<file path="src/rtl/seq_mem_req_ctrl.sv">
// Request/response front end for a sequential memory with a registered read
// port. It handles one request at a time and applies bounds and timeout checks.
module seq_mem_req_ctrl #(
  parameter int unsigned WIDTH    = 32,
  parameter int unsigned SIZE     = 6,
  parameter int unsigned IDX_SIZE = 4,
  parameter int unsigned TIMEOUT  = 4
) (
  input  logic                clk,
  input  logic                reset,
  input  logic                req_valid,
  output logic                req_ready,
  input  logic                req_write,
  input  logic [IDX_SIZE-1:0] req_addr,
  input  logic [WIDTH-1:0]    req_wdata,
  output logic                resp_valid,
  input  logic                resp_ready,
  output logic [WIDTH-1:0]    resp_rdata,
  output logic                resp_err,
  output logic [IDX_SIZE-1:0] mem_addr0,
  output logic [WIDTH-1:0]    mem_in,
  output logic                mem_read_en,
  output logic                mem_write_en,
  input  logic [WIDTH-1:0]    mem_out,
  input  logic                mem_read_done,
  input  logic                mem_write_done
);

  localparam int unsigned     CNT_W    = $clog2(TIMEOUT + 1);
  localparam logic [CNT_W-1:0] CNT_LAST = CNT_W'(TIMEOUT - 1);

  typedef enum logic [1:0] {IDLE, ISSUE, WAIT, RESP} state_t;

  state_t                state_q, state_d;
  logic                  write_q, write_d;
  logic [IDX_SIZE-1:0]   addr_q, addr_d;
  logic [WIDTH-1:0]      wdata_q, wdata_d;
  logic [WIDTH-1:0]      rdata_q, rdata_d;
  logic                  err_q, err_d;
  logic [CNT_W-1:0]      cnt_q, cnt_d;
  logic                  done_match;

  always_ff @(posedge clk) begin
    if (reset) begin
      state_q <= IDLE;
      write_q <= 1'b0;
      addr_q  <= '0;
      wdata_q <= '0;
      rdata_q <= '0;
      err_q   <= 1'b0;
      cnt_q   <= '0;
    end else begin
      state_q <= state_d;
      write_q <= write_d;
      addr_q  <= addr_d;
      wdata_q <= wdata_d;
      rdata_q <= rdata_d;
      err_q   <= err_d;
      cnt_q   <= cnt_d;
    end
  end

  // Only the done that matches the captured direction counts; the other is ignored.
  assign done_match = write_q ? mem_write_done : mem_read_done;

  always_comb begin
    state_d      = state_q;
    write_d      = write_q;
    addr_d       = addr_q;
    wdata_d      = wdata_q;
    rdata_d      = rdata_q;
    err_d        = err_q;
    cnt_d        = cnt_q;
    req_ready    = 1'b0;
    resp_valid   = 1'b0;
    mem_read_en  = 1'b0;
    mem_write_en = 1'b0;

    unique case (state_q)
      IDLE: begin
        req_ready = 1'b1;
        if (req_valid) begin
          write_d = req_write;
          addr_d  = req_addr;
          wdata_d = req_wdata;
          if (32'(req_addr) >= SIZE) begin
            state_d = RESP;
            err_d   = 1'b1;
            rdata_d = '0;
          end else begin
            state_d = ISSUE;
          end
        end
      end
      ISSUE: begin
        mem_read_en  = ~write_q;
        mem_write_en = write_q;
        cnt_d        = '0;
        state_d      = WAIT;
      end
      WAIT: begin
        if (done_match) begin
          state_d = RESP;
          err_d   = 1'b0;
          rdata_d = write_q ? '0 : mem_out;
        end else begin
          cnt_d = cnt_q + CNT_W'(1);
          if (cnt_q == CNT_LAST) begin
            state_d = RESP;
            err_d   = 1'b1;
            rdata_d = '0;
          end
        end
      end
      RESP: begin
        resp_valid = 1'b1;
        if (resp_ready) state_d = IDLE;
      end
      default: state_d = IDLE;
    endcase
  end

  assign mem_addr0  = addr_q;
  assign mem_in     = wdata_q;
  assign resp_rdata = rdata_q;
  assign resp_err   = err_q;

endmodule

</file>
<file path="config.mk">
export PLATFORM = sky130hd
export DESIGN_NAME = seq_mem_req_ctrl
export DESIGN_NICKNAME = d
export VERILOG_FILES = /design/src/rtl/seq_mem_req_ctrl.sv
export SDC_FILE = /design/constraint.sdc
export NUM_CORES = 1
export LEC_CHECK = 0
export BUFFER_PORTS_ARGS = -buffer_cell sky130_fd_sc_hd__buf_2
export CORE_AREA = 10 10 103 105
export DETAILED_ROUTE_END_ITERATION = 16
export DIE_AREA = 0 0 113 115
export PLACE_DENSITY = 0.63
export SYNTH_ARGS = -nofsm -noshare
export SYNTH_HDL_FRONTEND = slang
export SYNTH_SLANG_ARGS = --single-unit
export TNS_END_PERCENT = 10
</file>
<file path="constraint.sdc">
create_clock -name clk -period 3.8 [get_ports clk]
set_input_delay 0.57 -clock clk [delete_from_list [all_inputs] [get_ports clk]]
set_output_delay 0.57 -clock clk [all_outputs]
set_load 0.02 [all_outputs]
</file>
-- Yosys cells after proc, flatten, opt, wreduce, memory -nomap -nowiden
Index checks and enable logic that the tools add are counted.
W data, S select, Z words.
- multiplexer cells: 24
- equality and inequality tests: 9
- order comparisons: 1
- add/sub/neg operators: 1
- reductions and logical operators: 7
- bitwise gates (word level): 1
- operator list (kind ; number):
    $mux W32 ; 5
    $pmux W32 S2 ; 1
    $mux W2 ; 5
    $mux W1 ; 9
    $ne A2 B2 Y1 const B ; 4
    $pmux W2 S4 ; 1
    $pmux W3 S2 ; 1
    $eq A2 B2 Y1 const B ; 2
    $ge A4 B3 Y1 const B ; 1
    $reduce_and A2 Y1 ; 2
    $reduce_and A4 Y1 ; 1
    $reduce_bool A2 Y1 ; 2
    $add A3 B1 Y3 const B ; 1
    $eq A3 B2 Y1 const B ; 1
    $mux W3 ; 1
    $ne A3 B3 Y1 const B ; 1
    $reduce_and A3 Y1 ; 1
    $eq A2 B1 Y1 const B ; 1
    $logic_not A2 Y1 ; 1
    $pmux W1 S2 ; 1
    $not A1 Y1 ; 1
- input port bits: 75
- output and inout port bits: 73
- word-level logic and storage cells: 50
- flip-flop bits (word level): 75

-- Logic depth before layout (Yosys ltp)
- word-level depth: 4
- gate-level depth with buffers: 7
- mapped depth without buffers: 6

-- Worst setup path before layout
No wires, ideal clock.
- kind: reg2reg
- start: register state_q[0]
- end: register rdata_q[0], in the netlist resp_rdata[0]
- path slack: 2.216 ns
- cell stages (with the launch flop): 7
- buffers on the path: 1
- clock period less this slack: 1.584 ns
- data arrival time: 1.466 ns
- required time: 3.683 ns
- cells stage by stage: dfxtp_1 > inv_1 > ha_1 > o21ai_1 > o211a_4 > buf_4 > o21ai_1
- longest elaborated chain between the ends: 3
- RTL lines (element ; line ; text):
    start: declaration ; 34 ; state_t state_q, state_d;
    start signal: assignment ; 53 ; state_q <= state_d;
    $eq A2 B2 Y1 / $logic_not A2 Y1 (equally long branches) ; 79 ; unique case (state_q)
    $ne A3 B3 Y1 (no line), or another cell as far along ; n/a ;
    $reduce_and A4 Y1 (no line) ; n/a ;
    end signal: assignment ; 57 ; rdata_q <= rdata_d;
    end: declaration ; 38 ; logic [WIDTH-1:0] rdata_q, rdata_d;
Several ways; a longest one is shown, not always the timed one.
A chain may end at the register's enable or synchronous reset.

-- Final worst setup path
- start: register state_q[1]
- end: register wdata_q[8], in the netlist mem_in[8]
- longest elaborated chain between the ends: 2
- RTL lines (element ; line ; text):
    $logic_not A2 Y1 ; 79 ;
    $reduce_and A2 Y1 (no line) ; n/a ;
    end signal: assignment ; 56 ; wdata_q <= wdata_d;
    end: declaration ; 37 ; logic [WIDTH-1:0] wdata_q, wdata_d;
Every way passes these cells.

==> flow_summary.rst <==
.. list-table::
   :header-rows: 1

   * - Metric
     - Value
   * - Shortest period the worst path allows
     - 2.09 ns
   * - Count of instances resized after the clock tree is built
     - 0
   * - RD Place Congestion
     - 0.770
   * - CTS sink cnt
     - 75
   * - Xor and xnor area share after synthesis
     - 0
   * - TritonCTS clock tree
     - yes
   * - Power density of the placed cells
     - 615 mW/mm^2
   * - Synth Flop Type
     - sky130_fd_sc_hd__dfxtp_1
   * - Number of CTS-inserted buffers
     - 9
   * - Buffers added on ports
     - 147
   * - Drt wl/cell
     - 14.6 um
   * - Endpoint of the worst hold-timing path
     - mem_in[5]
   * - Post-synthesis compound-gate area fraction
     - 0.147
   * - Setup TNS
     - 0 ns
   * - Layout cell share with drive strength beyond 1
     - 0.355
   * - Combinational family with the most area after synthesis
     - simple AND/OR/NAND/NOR gates
   * - Total via count in the routed design
     - 2827
   * - Element type at the critical path end
     - register
   * - DP HPWL
     - 6510 um
   * - Critical-path maximum fanout
     - 37
   * - CP arrival
     - 2.35 ns
   * - Final hold vios
     - 0
   * - Max Root-Sink Buffers
     - 2
   * - Share of cell area taken by muxes after synthesis
     - 0.0115
   * - Peak Freq
     - 0.478 GHz
   * - Fraction of the yosys area taken by sequential cells
     - 0.509
   * - R2R setup slack
     - 1.71 ns
   * - Final cycle utilization of the critical path
     - 0.550
   * - Num ports
     - 148
   * - Min-delay src
     - mem_in[5]
   * - Final max-slew violation count
     - 0
   * - Startpoint kind of the worst setup timing path
     - register
   * - Synth Area in Adders
     - 0.0297
   * - Worst Max-Slew Pin Slew
     - 1.24 ns
   * - Distinct cell type count after synthesis
     - 29
   * - Post-cts hold buffer count
     - 0
   * - Mean Syn Cell Area
     - 8.40 um^2
   * - Clock-pin slew of the registers on the worst-case setup and hold paths
     - 0.08 ns
   * - Simple-gate share of the synthesized area
     - 0.253
   * - Post-Syn Nets
     - 433
   * - Number of nets with antenna violations after routing
     - 0
   * - Met2 wire length
     - 3610 um
   * - Initial core utilization
     - 0.345
   * - Synth area leader
     - sky130_fd_sc_hd__dfxtp_1
   * - Cells after synthesis
     - 351
   * - Unrepaired setup endpoints after global routing
     - no
   * - CTS H-tree depth
     - 3
   * - Total grt overflow
     - 0
   * - Cell depth of the worst min-delay path
     - 2
   * - Met3 wire length
     - 1180 um
   * - Via density
     - 4.70
   * - Relative slew slack
     - 0.169
   * - Area fraction of the dominant cell type after synthesis
     - 0.509
   * - Total of fill cells in the finished design
     - 875
   * - Required time of the critical path
     - 4.06 ns
   * - Die width
     - 113 um
   * - Nets@finish
     - 571
   * - Number of failing setup endpoints in the final timing report
     - 0
   * - Clock Skew
     - 0.0104 ns
   * - Number of synthesized flops with an enable pin
     - 0
   * - Area grow syn2layout
     - 33.8%
   * - Die Height
     - 115 um
   * - Final antenna diode count
     - 0
   * - Ranking of synthesized cells by area
     - sky130_fd_sc_hd__dfxtp_1 51%, sky130_fd_sc_hd__nand2_1 9.7%, sky130_fd_sc_hd__a21oi_1 6.8%
   * - Routed length on met1
     - 3870 um
   * - Number of buffers inserted to repair setup after CTS
     - 0
   * - Synthesized cell area
     - 0.00295 mm^2
   * - Clock insertion delay at the later pin of the skew report
     - 0.34 ns
   * - Pre-CTS setup slack
     - 1.68 ns
   * - Max cap viols
     - 0
   * - Critical R2R Capture
     - mem_in[8]
   * - Number of warnings printed during yosys synthesis
     - 0
   * - Crit path kind
     - reg2reg
   * - First-pass GRT wire length
     - 14300 um
   * - Top cell types by occurrence after synthesis
     - 76 x sky130_fd_sc_hd__nand2_1, 75 x sky130_fd_sc_hd__dfxtp_1, 40 x sky130_fd_sc_hd__a21oi_1, 32 x sky130_fd_sc_hd__nand2b_1, 32 x sky130_fd_sc_hd__nand3_1
   * - Number of global-route vias before repair
     - 2868
   * - Util after Layout
     - 0.461
   * - Share of async-settable or async-resettable flops after synthesis
     - 0
   * - Largest net degree at the start of global routing
     - 76
   * - Highest metal used
     - met4
   * - Dominant cell by count in the synthesized netlist
     - sky130_fd_sc_hd__nand2_1
   * - Row count
     - 34
   * - Total Die Area
     - 0.0130 mm^2
   * - Total wirelength of the detailed-routed design
     - 8790 um
   * - DR DRC count
     - 0
   * - Number of antenna violations at the first check in global routing
     - 0
   * - Result of the run
     - complete, no violations
   * - Library cell used as clock root buffer
     - sky130_fd_sc_hd__clkbuf_8
   * - Worst hold-check path type
     - reg2reg
   * - Register bit count reported by yosys
     - 75
   * - Core area
     - 0.00855 mm^2
   * - R2R Path Start
     - state_q[1]
   * - Maximum VDD drop
     - 257 uV
   * - DR pass1 iterations
     - 4
   * - All-layer global routing usage
     - 0.133
   * - Cell depth of the worst flop-to-flop path
     - 5
   * - Cell leakage power
     - 1.82 nW
   * - Iteration-0 DRC count of the detailed router
     - 89
   * - Worst Setup Slack, final
     - 1.71 ns
per-stage QoR:
stage,instances,total power (W),hold slack [ns],cell area [um^2]
final,601,0.00243,0.452,3950
after global routing,601,0.00260,0.441,3950
after CTS,601,0.00247,0.434,3950
after detailed placement,586,0.00182,0.444,3730
after global placement,586,0.00180,0.439,3730
after floorplan,351,0.00158,0.477,2950
routing by layer:
| metal | GRT usage | vias to the layer above |
|---|---|---|
| li1 | - | 1437 |
| met1 | 0.162 | 1258 |
| met2 | 0.190 | 120 |
| met3 | 0.0781 | 12 |
| met4 | 0.0516 | 0 |
| met5 | 0 | - |
where the power goes:
part	internal, W	switching (W)
clock	0.000355	0.000285
sequential	0.000896	0.0000615
combinational	0.000262	0.000568
total	0.00151	0.000915
logic make-up after synthesis:
kind of cell / count (synthesis)
adder cells (fa/ha/maj): 7
buffers and inverters: 31
flip-flops: 75
multiplexers: 3
AND/OR/NAND/NOR: 155
AO/OA/AOI/OAI: 80
placed cells by master (no fill, tap or decap):
cell type,Yosys,routed
sky130_fd_sc_hd__o211a_4,1,1
sky130_fd_sc_hd__clkbuf_8,0,12
sky130_fd_sc_hd__nor2_1,6,6
sky130_fd_sc_hd__a221oi_2,1,1
sky130_fd_sc_hd__clkinvlp_4,0,1
sky130_fd_sc_hd__nand3_1,32,32
sky130_fd_sc_hd__nand2_1,76,76
sky130_fd_sc_hd__clkinv_4,0,1
sky130_fd_sc_hd__buf_4,2,4
sky130_fd_sc_hd__mux2i_2,1,1
sky130_fd_sc_hd__nor2_2,1,1
sky130_fd_sc_hd__nand2b_1,32,32
sky130_fd_sc_hd__bufinv_16,0,1
sky130_fd_sc_hd__and2b_2,1,1
sky130_fd_sc_hd__nor4b_4,1,1
sky130_fd_sc_hd__o21ai_2,0,1
sky130_fd_sc_hd__and3_2,1,1
sky130_fd_sc_hd__mux2i_1,2,2
sky130_fd_sc_hd__nor2b_1,2,2
sky130_fd_sc_hd__buf_2,11,147
sky130_fd_sc_hd__and2_2,1,1
sky130_fd_sc_hd__inv_1,7,7
sky130_fd_sc_hd__nor3_1,1,1
sky130_fd_sc_hd__o21ai_1,31,30
sky130_fd_sc_hd__and2_1,1,1
sky130_fd_sc_hd__ha_1,7,7
sky130_fd_sc_hd__o21a_1,1,1
sky130_fd_sc_hd__dfxtp_1,75,75
sky130_fd_sc_hd__a22oi_1,2,2
sky130_fd_sc_hd__a21oi_1,40,40
sky130_fd_sc_hd__o21ai_0,3,3
sky130_fd_sc_hd__a2111oi_0,1,1
critical path: stages (launching register included):
cell	delay (ns)
sky130_fd_sc_hd__dfxtp_1	0.39
sky130_fd_sc_hd__inv_1	0.10
sky130_fd_sc_hd__ha_1	0.27
sky130_fd_sc_hd__nand2_1	0.93
sky130_fd_sc_hd__nand2_1	0.12
sky130_fd_sc_hd__a21oi_1	0.18
registers in the layout, indices dropped and copies added (netlist names):
| name | flops |
|---|---|
| mem_addr0 | 4 |
| resp_rdata | 32 |
| write_q | 1 |
| state_q | 2 |
| resp_err | 1 |
| cnt_q | 3 |
| mem_in | 32 |
worst max-delay path by stage:
| stage | start | slack (ns) | endpoint | cells after the start |
|---|---|---|---|---|
| floorplan | state_q[0] | 2.22 | resp_rdata[0] | 6 |
| global placement | state_q[0] | 1.79 | mem_in[7] | 5 |
| detailed placement | state_q[0] | 1.68 | mem_in[8] | 5 |
| CTS | state_q[1] | 1.66 | write_q | 5 |
| global route | state_q[0] | 1.42 | mem_in[30] | 5 |
| finish | state_q[1] | 1.71 | mem_in[8] | 5 |
cell type report:
class / instances / area (um^2) / share of cell area
Timing Repair Buffer: 151 / 766 / 0.194
Sequential cell: 75 / 1500 / 0.381
Clock inverter: 3 / 46.3 / 0.0117
Inverter: 7 / 26.3 / 0.00666
Tap cell: 108 / 135 / 0.0343
Multi-Input combinational cell: 245 / 1310 / 0.331
Clock buffer: 12 / 165 / 0.0419
No activity file was read; power rests on OpenSTA's default activity.
